**config.mk**
```make
export PLATFORM = sky130hd
export DESIGN_NAME = branch_unit_flat
export DESIGN_NICKNAME = d
export VERILOG_FILES = /design/src/rtl/branch_unit_if.sv /design/src/rtl/branch_unit.sv /design/src/flat_wrapper.sv
export SDC_FILE = /design/constraint.sdc
export NUM_CORES = 1
export LEC_CHECK = 0
export ABC_AREA = 1
export CAP_MARGIN = 5
export CORE_MARGIN = 4
export CORE_UTILIZATION = 40
export CTS_BUF_LIST = sky130_fd_sc_hd__clkbuf_8 sky130_fd_sc_hd__clkbuf_16
export CTS_CLUSTER_DIAMETER = 120
export DETAILED_ROUTE_END_ITERATION = 12
export HOLD_SLACK_MARGIN = 0.02
export PLACE_DENSITY = 0.78
export SLEW_MARGIN = 5
export SYNTH_ARGS = -nofsm -noshare
export SYNTH_HDL_FRONTEND = slang
export SYNTH_SLANG_ARGS = --single-unit
```
**constraint.sdc**
```tcl
create_clock -name clk -period 2.3 [get_ports clk]
set_input_delay 0.46 -clock clk [delete_from_list [all_inputs] [get_ports clk]]
set_output_delay 0.46 -clock clk [all_outputs]
set_load 0.05 [all_outputs]
```
**src/rtl/branch_unit_if.sv**
```systemverilog
// Branch unit request/result bundle.
//   master: producer side (drives the request, the result ready).
//   slave : branch_unit side (drives in_ready and the result payload).
// Request : in_valid, in_ready, in_type, in_rs1, in_rs2, in_pc, in_imm, in_pred_taken
// Result  : out_valid, out_ready, out_taken, out_target, out_mispredict,
//           out_redirect, out_misaligned, out_illegal
interface branch_unit_if #(
  parameter int XLEN = 32
);
  logic            in_valid;
  logic            in_ready;
  logic [2:0]      in_type;
  logic [XLEN-1:0] in_rs1;
  logic [XLEN-1:0] in_rs2;
  logic [XLEN-1:0] in_pc;
  logic [XLEN-1:0] in_imm;
  logic            in_pred_taken;
  logic            out_valid;
  logic            out_ready;
  logic            out_taken;
  logic [XLEN-1:0] out_target;
  logic            out_mispredict;
  logic [XLEN-1:0] out_redirect;
  logic            out_misaligned;
  logic            out_illegal;

  modport master (
    output in_valid, in_type, in_rs1, in_rs2, in_pc, in_imm, in_pred_taken, out_ready,
    input  in_ready, out_valid, out_taken, out_target, out_mispredict,
           out_redirect, out_misaligned, out_illegal
  );

  modport slave (
    input  in_valid, in_type, in_rs1, in_rs2, in_pc, in_imm, in_pred_taken, out_ready,
    output in_ready, out_valid, out_taken, out_target, out_mispredict,
           out_redirect, out_misaligned, out_illegal
  );
endinterface

```
**src/rtl/branch_unit.sv**
```systemverilog
// Branch resolution unit: evaluates one RV32I/RV64I conditional branch per
// transfer, computes the target and fall-through, compares against the
// front-end prediction and presents the result through a one-entry output
// register. Keeps saturating retired-branch and mispredict counters.
// Ports:
//   clk          clock, rising edge
//   rst          asynchronous active-low reset
//   flush        synchronous kill of the held result and of a same-cycle accept
//   cnt_clr      synchronous clear of both counters (wins over increment)
//   cnt_branches legal branches retired (saturating)
//   cnt_mispred  mispredicted branches retired (saturating)
//   bus          request/result bundle (slave side)
module branch_unit #(
  parameter int XLEN   = 32,
  parameter int CNT_W  = 16,
  parameter int ILEN_B = 4
) (
  input  logic             clk,
  input  logic             rst,
  input  logic             flush,
  input  logic             cnt_clr,
  output logic [CNT_W-1:0] cnt_branches,
  output logic [CNT_W-1:0] cnt_mispred,
  branch_unit_if.slave     bus
);

  // Handshake: a transfer happens on a rising edge where valid && ready.
  // in_ready = !out_valid || out_ready, so a result leaving in the same cycle
  // frees the register for a new request (full throughput). The result
  // payload is held stable while out_valid && !out_ready.

  logic            valid_q,    valid_d;
  logic            taken_q,    taken_d;
  logic [XLEN-1:0] target_q,   target_d;
  logic            mispred_q,  mispred_d;
  logic [XLEN-1:0] redirect_q, redirect_d;
  logic            misal_q,    misal_d;
  logic            illegal_q,  illegal_d;
  logic [CNT_W-1:0] cnt_br_q,  cnt_br_d;
  logic [CNT_W-1:0] cnt_mp_q,  cnt_mp_d;

  logic            accept;
  logic            retire;
  logic            cond;
  logic            legal;
  logic [XLEN-1:0] target_c;

  // Compare and target evaluation on the incoming request.
  always_comb begin
    cond  = 1'b0;
    legal = 1'b1;
    case (bus.in_type)
      3'b000:  cond = (bus.in_rs1 == bus.in_rs2);
      3'b001:  cond = (bus.in_rs1 != bus.in_rs2);
      3'b100:  cond = ($signed(bus.in_rs1) <  $signed(bus.in_rs2));
      3'b101:  cond = ($signed(bus.in_rs1) >= $signed(bus.in_rs2));
      3'b110:  cond = (bus.in_rs1 <  bus.in_rs2);
      3'b111:  cond = (bus.in_rs1 >= bus.in_rs2);
      default: legal = 1'b0;  // 010 / 011: not a branch encoding
    endcase
    target_c = bus.in_pc + bus.in_imm;
  end

  assign bus.in_ready = !valid_q || bus.out_ready;
  // flush kills both the acceptance and the retirement of this cycle.
  assign accept = bus.in_valid && bus.in_ready && !flush;
  assign retire = valid_q && bus.out_ready && !flush;

  always_comb begin
    valid_d    = valid_q;
    taken_d    = taken_q;
    target_d   = target_q;
    mispred_d  = mispred_q;
    redirect_d = redirect_q;
    misal_d    = misal_q;
    illegal_d  = illegal_q;
    cnt_br_d   = cnt_br_q;
    cnt_mp_d   = cnt_mp_q;

    if (flush) begin
      valid_d = 1'b0;
    end else if (accept) begin
      valid_d    = 1'b1;
      taken_d    = cond;
      target_d   = target_c;
      mispred_d  = legal && (cond != bus.in_pred_taken);
      redirect_d = cond ? target_c : bus.in_pc + XLEN'(ILEN_B);
      misal_d    = cond && (target_c[1:0] != 2'b00);
      illegal_d  = !legal;
    end else if (retire) begin
      valid_d = 1'b0;
    end

    if (cnt_clr) begin
      cnt_br_d = '0;
      cnt_mp_d = '0;
    end else if (retire) begin
      if (!illegal_q && cnt_br_q != {CNT_W{1'b1}}) cnt_br_d = cnt_br_q + 1'b1;
      if (mispred_q  && cnt_mp_q != {CNT_W{1'b1}}) cnt_mp_d = cnt_mp_q + 1'b1;
    end
  end

  always_ff @(posedge clk or negedge rst) begin
    if (!rst) begin
      valid_q    <= 1'b0;
      taken_q    <= 1'b0;
      target_q   <= '0;
      mispred_q  <= 1'b0;
      redirect_q <= '0;
      misal_q    <= 1'b0;
      illegal_q  <= 1'b0;
      cnt_br_q   <= '0;
      cnt_mp_q   <= '0;
    end else begin
      valid_q    <= valid_d;
      taken_q    <= taken_d;
      target_q   <= target_d;
      mispred_q  <= mispred_d;
      redirect_q <= redirect_d;
      misal_q    <= misal_d;
      illegal_q  <= illegal_d;
      cnt_br_q   <= cnt_br_d;
      cnt_mp_q   <= cnt_mp_d;
    end
  end

  assign bus.out_valid      = valid_q;
  assign bus.out_taken      = taken_q;
  assign bus.out_target     = target_q;
  assign bus.out_mispredict = mispred_q;
  assign bus.out_redirect   = redirect_q;
  assign bus.out_misaligned = misal_q;
  assign bus.out_illegal    = illegal_q;
  assign cnt_branches       = cnt_br_q;
  assign cnt_mispred        = cnt_mp_q;

endmodule

```
**src/flat_wrapper.sv**
```systemverilog
// flat-port wrapper written by rule: the top's interface ports become plain ports
module branch_unit_flat 
#(
  parameter int XLEN   = 32,
  parameter int CNT_W  = 16,
  parameter int ILEN_B = 4
)
  (clk, rst, flush, cnt_clr, cnt_branches, cnt_mispred, bus_in_valid, bus_in_type, bus_in_rs1, bus_in_rs2, bus_in_pc, bus_in_imm, bus_in_pred_taken, bus_out_ready, bus_in_ready, bus_out_valid, bus_out_taken, bus_out_target, bus_out_mispredict, bus_out_redirect, bus_out_misaligned, bus_out_illegal);
  branch_unit_if #(.XLEN(XLEN)) bus_i ();
  input  logic clk;
  input  logic rst;
  input  logic flush;
  input  logic cnt_clr;
  output logic [CNT_W-1:0] cnt_branches;
  output logic [CNT_W-1:0] cnt_mispred;
  input wire logic [$bits(bus_i.in_valid)-1:0] bus_in_valid;
  input wire logic [$bits(bus_i.in_type)-1:0] bus_in_type;
  input wire logic [$bits(bus_i.in_rs1)-1:0] bus_in_rs1;
  input wire logic [$bits(bus_i.in_rs2)-1:0] bus_in_rs2;
  input wire logic [$bits(bus_i.in_pc)-1:0] bus_in_pc;
  input wire logic [$bits(bus_i.in_imm)-1:0] bus_in_imm;
  input wire logic [$bits(bus_i.in_pred_taken)-1:0] bus_in_pred_taken;
  input wire logic [$bits(bus_i.out_ready)-1:0] bus_out_ready;
  output wire logic [$bits(bus_i.in_ready)-1:0] bus_in_ready;
  output wire logic [$bits(bus_i.out_valid)-1:0] bus_out_valid;
  output wire logic [$bits(bus_i.out_taken)-1:0] bus_out_taken;
  output wire logic [$bits(bus_i.out_target)-1:0] bus_out_target;
  output wire logic [$bits(bus_i.out_mispredict)-1:0] bus_out_mispredict;
  output wire logic [$bits(bus_i.out_redirect)-1:0] bus_out_redirect;
  output wire logic [$bits(bus_i.out_misaligned)-1:0] bus_out_misaligned;
  output wire logic [$bits(bus_i.out_illegal)-1:0] bus_out_illegal;
  assign bus_i.in_valid = bus_in_valid;
  assign bus_i.in_type = bus_in_type;
  assign bus_i.in_rs1 = bus_in_rs1;
  assign bus_i.in_rs2 = bus_in_rs2;
  assign bus_i.in_pc = bus_in_pc;
  assign bus_i.in_imm = bus_in_imm;
  assign bus_i.in_pred_taken = bus_in_pred_taken;
  assign bus_i.out_ready = bus_out_ready;
  assign bus_in_ready = bus_i.in_ready;
  assign bus_out_valid = bus_i.out_valid;
  assign bus_out_taken = bus_i.out_taken;
  assign bus_out_target = bus_i.out_target;
  assign bus_out_mispredict = bus_i.out_mispredict;
  assign bus_out_redirect = bus_i.out_redirect;
  assign bus_out_misaligned = bus_i.out_misaligned;
  assign bus_out_illegal = bus_i.out_illegal;
  branch_unit #(.XLEN(XLEN), .CNT_W(CNT_W), .ILEN_B(ILEN_B)) u_core (.clk(clk), .rst(rst), .flush(flush), .cnt_clr(cnt_clr), .cnt_branches(cnt_branches), .cnt_mispred(cnt_mispred), .bus(bus_i));
endmodule
```
# --- After elaboration in Yosys (flattened, before gate mapping) ---
# Cells that the tools add are included.
# W data, S select, Z words.
totals:
  word_cells: 63
  register_bits: 101
  input_bits: 138
  output_inout_bits: 102
op_classes:
  n_addsub: 4
  n_eq_ne: 10
  n_bitwise: 1
  magnitude_cmp: 4
  n_mux: 12
  n_reduce_logical: 23
ops:
  columns: ["op", "count"]
  rows:
  - ["$mux W16", 6]
  - ["$ge A32 B32 Y1", 2]
  - ["$lt A32 B32 Y1", 2]
  - ["$add A16 B1 Y16 const B", 2]
  - ["$add A32 B3 Y32 const B", 1]
  - ["$add A32 B32 Y32", 1]
  - ["$eq A32 B32 Y1", 1]
  - ["$mux W32", 1]
  - ["$ne A16 B16 Y1 const B", 2]
  - ["$ne A32 B32 Y1", 1]
  - ["$eq A3 B3 Y1 const B", 4]
  - ["$logic_and A1 B1 Y1", 8]
  - ["$reduce_bool A2 Y1", 4]
  - ["$pmux W1 S6", 1]
  - ["$reduce_and A2 Y1", 3]
  - ["$reduce_or A6 Y1", 1]
  - ["$logic_not A1 Y1", 4]
  - ["$mux W1", 4]
  - ["$eq A3 B1 Y1 const B", 1]
  - ["$logic_not A3 Y1", 1]
  - ["$reduce_bool A3 Y1", 1]
  - ["$logic_or A1 B1 Y1", 1]
  - ["$ne A1 B1 Y1", 1]
  - ["$not A1 Y1", 1]

# --- Longest topological paths before layout ---
# Gate-level depths: netlist of the first run.
logic_depth:
  word_depth: 6
  ltp_mapped: 21
  ltp_nobuf: 21

# --- Worst setup path before layout of the first run ---
# OpenSTA, ideal clock, no wires.
synth_timing:
  path_kind: "input to register"
  startpoint: "input port bus_in_imm[0]"
  endpoint: "register u_core.redirect_q[28], in the netlist u_core.bus.out_redirect[28]"
  setup_slack_ps: -161
  stages: 15
  path_buffers: 0
  required_time_ps: 2182
  setup_time_ps: 118
  t_arrival_ps: 2343
  cell_sequence: "ha_1 -> inv_1 -> fa_1 -> nand3b_1 -> nand2_1 -> a21oi_1 -> o21ai_0 -> nand2_1 -> nand2_1 -> nand3_1 -> nand2_1 -> xor2_1 -> nand2_1 -> nand3_1 -> nand2_1"
synth_via:
  elab_chain_cells: 2
synth_lines:
  columns: ["element", "line", "rtl"]
  rows:
  - ["start, declared", "flat_wrapper.sv:21", "input wire logic [$bits(bus_i.in_imm)-1:0] bus_in_imm;"]
  - ["$add A32 B32 Y32", "branch_unit.sv:61", "target_c = bus.in_pc + bus.in_imm;"]
  - ["$mux W32", "branch_unit.sv:87", "redirect_d = cond ? target_c : bus.in_pc + XLEN'(ILEN_B);"]
  - ["end signal, assigned", "branch_unit.sv:119", "redirect_q <= redirect_d;"]
  - ["end, declared", "branch_unit.sv:36", "logic [XLEN-1:0] redirect_q, redirect_d;"]
# No other way between the ends.
# A chain may end at the register's enable or synchronous reset.

# --- Worst setup path after layout of the first run ---
layout_timing:
  startpoint: "input port bus_in_rs2[15]"
  endpoint: "register u_core.redirect_q[26], in the netlist u_core.bus.out_redirect[26]"
layout_via:
  elab_chain_cells: 3
  elab_cells_between_ends: 8
  cone_classes: "order compare (4); eq/ne (2); mux (2)"
layout_lines:
  columns: ["element", "line", "rtl"]
  rows:
  - ["start, declared", "flat_wrapper.sv:19", "input wire logic [$bits(bus_i.in_rs2)-1:0] bus_in_rs2;"]
  - ["$ge A32 B32 Y1 (tied with other cells)", "branch_unit.sv:58", "3'b111: cond = (bus.in_rs1 >= bus.in_rs2);"]
  - ["$pmux W1 S6 *", "branch_unit.sv:52", "case (bus.in_type)"]
  - ["$mux W32 *", "branch_unit.sv:87", null]
# Mark *: on every way between the ends. The rest lies on a longest branch, timed or not.

==> results of run 1 <==
final timing paths:
path                                                         start                                       to  slack [ns]  depth (start not counted)
hold / removal                                                 rst  u_core.bus.out_redirect[17]$_DFFE_PN0P_        0.07                          1
hold reg to reg            u_core.bus.out_redirect[11]$_DFFE_PN0P_  u_core.bus.out_redirect[11]$_DFFE_PN0P_        0.48                          2
setup reg to reg                 u_core.cnt_mispred[1]$_DFFE_PN0P_       u_core.cnt_mispred[15]$_DFFE_PN0P_        0.25                         13
setup / recovery                                    bus_in_rs2[15]  u_core.bus.out_redirect[26]$_DFFE_PN0P_       -0.09                         19
min in group clk           u_core.bus.out_redirect[11]$_DFFE_PN0P_  u_core.bus.out_redirect[11]$_DFFE_PN0P_        0.48                          2
max in group asynchronous                                      rst  u_core.bus.out_redirect[28]$_DFFE_PN0P_        1.55                          2
critical path, cell delays in order:
cell	delay (ns)
clkdlybuf4s15_1	0.20
inv_2	0.05
ha_4	0.29
nand2_4	0.07
nor2_4	0.09
nand2_2	0.08
nor2_2	0.12
nand2_2	0.10
buf_6	0.14
o21ai_2	0.17
inv_2	0.08
buf_6	0.12
nand3_4	0.07
nor2_4	0.04
buf_6	0.13
buf_12	0.13
nand3_1	0.08
nand3_1	0.10
nand2_1	0.13
stage by stage:
stage                     setup slack (ns)  total power, mW  cell area, µm²
after global placement              -0.667             5.71           12000
after CTS                          -0.0199             7.72           13100
after floorplan                    0.00660             4.17            8070
final                              -0.0917             8.15           14100
after detailed placement            -0.754             5.76           12000
after global routing                -0.194             8.49           14100
cell usage after synthesis, types with 2 or more instances:
cell	instances	share of area, %
nand2_1	326	15
inv_1	153	7.1
nand3_1	104	6.5
dfrtp_1	101	31
nor2_1	94	4.4
a21oi_1	71	4.4
o21ai_0	71	4.4
ha_1	66	10
xnor2_1	32	3.5
xor2_1	25	2.7
nor3_1	23	1.4
nand4_1	21	1.6
clkbuf_1	13	0.60
nor4_1	11	0.85
a21o_1	6	0.56
buf_2	6	0.37
buf_6	6	0.84
nand2_2	6	0.47
a31oi_1	4	0.31
o21a_1	4	0.37
o21bai_1	4	0.37
nand3b_1	3	0.28
nor2_2	3	0.23
inv_2	2	0.093
nor2_4	2	0.28
kinds of logic (layout without fill, tap and decap cells):
family | after synthesis | after routing | synth area share (%)
XOR/XNOR | 57 | 57 | 6.19
AND/OR/NAND/NOR | 598 | 598 | 32.0
buffers and inverters | 180 | 616 | 9.03
AO/OA/AOI/OAI | 165 | 165 | 10.9
adder cells (fa/ha/maj) | 67 | 67 | 10.5
flip-flops | 101 | 101 | 31.3
flip-flops by register name, summed over array words and instances, names as in the netlist:
| name | count |
|---|---|
| u_core.bus.out_illegal | 1 |
| u_core.bus.out_redirect | 32 |
| u_core.cnt_branches | 16 |
| u_core.bus.out_target | 32 |
| u_core.bus.out_taken | 1 |
| u_core.bus.out_misaligned | 1 |
| u_core.bus.out_mispredict | 1 |
| u_core.cnt_mispred | 16 |
| u_core.bus.out_valid | 1 |
cell type report:
class / count / area share [%]
repair buffers: 445 / 28.5
clock inverters: 7 / 0.753
multi-input cells: 887 / 44.8
well taps: 265 / 2.35
clock buffers: 9 / 1.59
flip-flops and latches: 101 / 17.9
inverters: 155 / 4.14
per-layer routing:
layer	vias to the layer above	global-route usage, %
li1	4670	-
met1	4772	33.7
met2	646	46.3
met3	186	4.27
met4	0	10.9
met5	-	0
power by group:
part,switching [mW],internal [mW]
clock,0.749,0.970
combinational,2.53,1.67
sequential,0.194,2.04
total,3.48,4.68
repair_timing:
item / CTS / global route
pin swaps: 75 / 91
cloned: 4 / 3
gates resized for setup: 208 / 343
endpoints found under the setup margin: 57 / 56
buffers inserted: 10 / 14
==> impl_metrics.yaml, run 1 <==
synth:
  ys_ff_latch: 101
  ys.flop_type: "dfrtp_1"
  synth-seq-area-share_pct: 31.3
  synth-edff-count: 0
  synth_cell_types: 36
  syn_area_per_cell_um2: 6.91
  synthCells: 1168
  synth-async-reset-ratio_pct: 100
  synth_fp_nets: 1373
  yosysWarnings: 0
  netlist_area_um2: 8070
global_route:
  grt_pass1_vias: 9761
  grt.total_usage_pct: 27.0
  grt_max_degree: 60
  grt.overflow.total: 0
  grt_pass1_wl_um: 48400
  antenna_found_initial: 0
place:
  dpl.hpwl_um: 23700
  gp_congestion: 0.944
  io_buffers: 239
  place_inst: 1823
timing:
  finalCritPeriodShare_pct: 104
  drv_slew: 0
  fin_setup_tns_ns: -0.429
  final.setup_skew_ns: 0.00715
  tightest_slew_ns: 0.598
  slew_headroom_pct: 60.0
  setup_ws_ns: -0.0917
  timing.hold.ws_ns: 0.0654
  max_freq_mhz: 418
  setup_viol: 18
  rsz0062_at_grt: "true"
  layout_min_cycle_time_ns: 2.39
  hold_viol: 0
route:
  vias_per_cell: 5.50
  dr_wl_met3_um: 3100
  wl_met1_um: 12700
  post-route-drc-count: 0
  dr_total_vias: 10274
  wl_per_cell_um: 18.7
  wl_um: 34900
  dr_wl_met2_um: 17100
  first_pass_iters: 6
  top_layer: "met4"
  drtIter0Drc: 956
  ant_nets: 0
setup_path:
  worstPathArrival_ns: 2.68
  crit_path_end_kind: "register"
  path_max_fanout: 6
  worstPathRequired_ns: 2.59
  criticalPathCategory: "in -> reg"
  cp-start-kind: "input port"
finish:
  drive_gt1_share_pct: 33.0
  diodes: 0
  n_fill_cell: 1400
  fin_cells: 1869
  final_cell_mix: "nand2_1, buf_4, clkdlybuf4s50_1"
  final_common_cell: "nand2_1"
  area_delta_synth_final_pct: 75.2
  nNetsFinal: 1804
  multi_input_comb_area_um2: 6330
  final_util_pct: 71.9
  ff_latch_area_um2: 2530
clock_tree:
  clk_latency_ns: 0.36
  numCtsBuffers: 9
  clockRootBuffer: "clkbuf_16"
  cts_hold_buf: 0
  cts_tree: "yes"
  clk_pin_slew_ns: 0.07
  htree_levels: 3
  cts_sinks: 101
  clk_path_buf_depth: 2
die:
  dieHeight_um: 150
  row_count: 51
  die_w_um: 150
  dieArea_um2: 22500
  initial_core_util_pct: 41.0
  io_pins: 240
  core_area_um2: 19700
run_status:
  run_status: "finished with violations"
  violations: "negative setup slack"
worst_hold_path:
  min_path_type: "in -> async"
flow_run:
  maxCapViolations: 0
pwr:
  ir_worst_vdd_mv: 0.386
  leakagePower_nw: 6.86
  p_per_area_nw_per_um2: 577
Note: power is estimated with default switching activity, not from simulation.
==> inputs of run 2 (changes only) <==
- DONT_BUFFER_PORTS: unset -> 1
- PLACE_DENSITY: 0.78 -> 0.62
==> run 2 against run 1 <==
  * Sequential power grew 43%
  * Power shrank 22%
  * The run ends with negative hold slack left
  * Worst hold slack lost 0.27 ns
  * Critical endpoint is now u_core.bus.out_redirect[24]$_DFFE_PN0P_
  * Clock power shrank 5%
  * Die area is the same
  * First-iteration DRC count shrank 60%
  * Clock-buffer cell count is the same
  * Flip-flop and latch count is the same
  * Clock skew grew 0.0073 ns
==> impl_metrics.yaml, run 2 (synthesis gave the netlist of run 1 again) <==
run_status:
  run_status: "finished with violations"
  violations: "negative hold slack"
setup_path:
  crit_path_end_kind: "register"
  criticalPathCategory: "in -> reg"
  cp-start-kind: "input port"
  path_max_fanout: 3
  worstPathRequired_ns: 2.55
  worstPathArrival_ns: 2.44
place:
  io_buffers: 0
  dpl_cell_area_um2: 9080
  gp_congestion: 0.974
  dpl.hpwl_um: 20800
flow_run:
  maxCapViolations: 0
timing:
  tightest_slew_ns: 0.588
  setup_viol: 0
  drv_slew: 0
  max_freq_mhz: 457
  timing.hold.ws_ns: -0.208
  layout_min_cycle_time_ns: 2.19
  hold_viol: 101
  slew_headroom_pct: 60.8
  final.setup_skew_ns: 0.0144
  fin_setup_tns_ns: 0
  finalCritPeriodShare_pct: 95.1
route:
  wl_met1_um: 10700
  dr_wl_met3_um: 2550
  wl_per_cell_um: 16.6
  drtIter0Drc: 384
  dr_total_vias: 7846
  wl_um: 25300
  vias_per_cell: 5.14
  top_layer: "met4"
  dr_wl_met2_um: 11400
  post-route-drc-count: 0
  first_pass_iters: 6
  ant_nets: 0
clock_tree:
  numCtsBuffers: 9
  clk_path_buf_depth: 2
  cts_sinks: 101
  clk_latency_ns: 0.35
  cts_tree: "yes"
  htree_levels: 3
  clockRootBuffer: "clkbuf_16"
  clk_pin_slew_ns: 0.08
global_route:
  grt_pass1_wl_um: 39900
  grt_max_degree: 102
  grt_pass1_vias: 7813
  grt.overflow.total: 0
  grt.total_usage_pct: 22.2
  antenna_found_initial: 0
pwr:
  clkPwrFrac_pct: 25.8
  combPwrFrac_pct: 23.5
  ir_worst_vdd_mv: 0.323
  p_sw_mw: 2.83
  leakagePower_nw: 4.83
  switching_share_pct: 44.6
  p_per_area_nw_per_um2: 673
  power_frac_seq_pct: 50.6
  p_int_mw: 3.51
finish:
  drive_gt1_share_pct: 11.3
  area_delta_synth_final_pct: 16.9
  fin_area_um2: 9430
  diodes: 0
  final_util_pct: 48.0
  nNetsFinal: 1461
  final_cell_mix: "nand2_1, inv_1, nand3_1"
  final_common_cell: "nand2_1"
die:
  dieHeight_um: 150
  die_w_um: 150
  dieArea_um2: 22500
  core_area_um2: 19700
  initial_core_util_pct: 41.0
  io_pins: 240
  row_count: 51
worst_hold_path:
  min_path_type: "in -> async"
[run 2: repair_timing]
item / 4_1_cts / 5_1_grt
setup endpoints to repair: 0 / 9
gates resized for setup: 0 / 5
hold endpoints to repair: 101 / 101
buffers inserted: 0 / 2
[run 2: power by group through the flow]
stage | combinational [mW] | sequential [mW] | clock (mW)
6_report | 1.49 | 3.21 | 1.64
5_1_grt | 1.70 | 3.25 | 1.76
4_1_cts | 1.49 | 3.23 | 1.69
3_5_place_dp | 1.48 | 3.27 | 0
3_3_place_gp | 1.47 | 3.26 | 0
2_1_floorplan | 1.00 | 3.17 | 0
[run 2: final timing paths]
path | start | to | slack (ns) | cells after the start
max in group asynchronous | rst | u_core.bus.out_target[2]$_DFFE_PN0P_ | 2.36 | 0
worst max-delay path | bus_in_imm[0] | u_core.bus.out_redirect[24]$_DFFE_PN0P_ | 0.11 | 14
worst max register to register | u_core.cnt_mispred[0]$_DFFE_PN0P_ | u_core.cnt_mispred[15]$_DFFE_PN0P_ | 0.28 | 13
min in group clk | flush | u_core.bus.out_valid$_DFFE_PN0P_ | 0.16 | 1
worst min-delay path | rst | u_core.cnt_branches[3]$_DFFE_PN0P_ | -0.21 | 0
worst min register to register | u_core.cnt_mispred[15]$_DFFE_PN0P_ | u_core.cnt_mispred[15]$_DFFE_PN0P_ | 0.57 | 2
[run 2: final cells by class]
cell class / instances / area, µm²
Inverter: 155 / 582
Timing Repair Buffer: 102 / 841
Fill cell: 2053 / 10200
Tap cell: 265 / 332
Clock inverter: 7 / 90.1
Clock buffer: 9 / 225
Sequential cell: 101 / 2530
Multi-Input combinational cell: 887 / 4830
[run 2: through the flow]
| stage | setup slack, ns | std cells | hold slack, ns | power [mW] |
|---|---|---|---|---|
| floorplan | 0.00660 | 1168 | 0.164 | 4.17 |
| global placement | -0.176 | 1508 | 0.167 | 4.73 |
| detailed placement | -0.202 | 1508 | 0.167 | 4.75 |
| CTS | 0.0953 | 1524 | -0.220 | 6.41 |
| global route | -0.00147 | 1526 | -0.230 | 6.70 |
| finish | 0.112 | 1526 | -0.208 | 6.35 |
[run 2: worst max-delay path, stage by stage]
cell	delay, ns
ha_1	0.15
inv_1	0.06
fa_1	0.39
nand3b_1	0.18
nand2_1	0.12
a21oi_1	0.15
o21ai_2	0.22
buf_4	0.15
nand3_1	0.07
nand4_1	0.11
xnor2_1	0.17
nand2_1	0.08
nand3_1	0.07
nand2_1	0.06
[run 2: layer usage]
layer,GRT usage (%),vias to the layer above
met4,6.72,0
met2,35.9,273
met1,28.1,3563
li1,-,3980
met3,7.33,30
met5,0,-
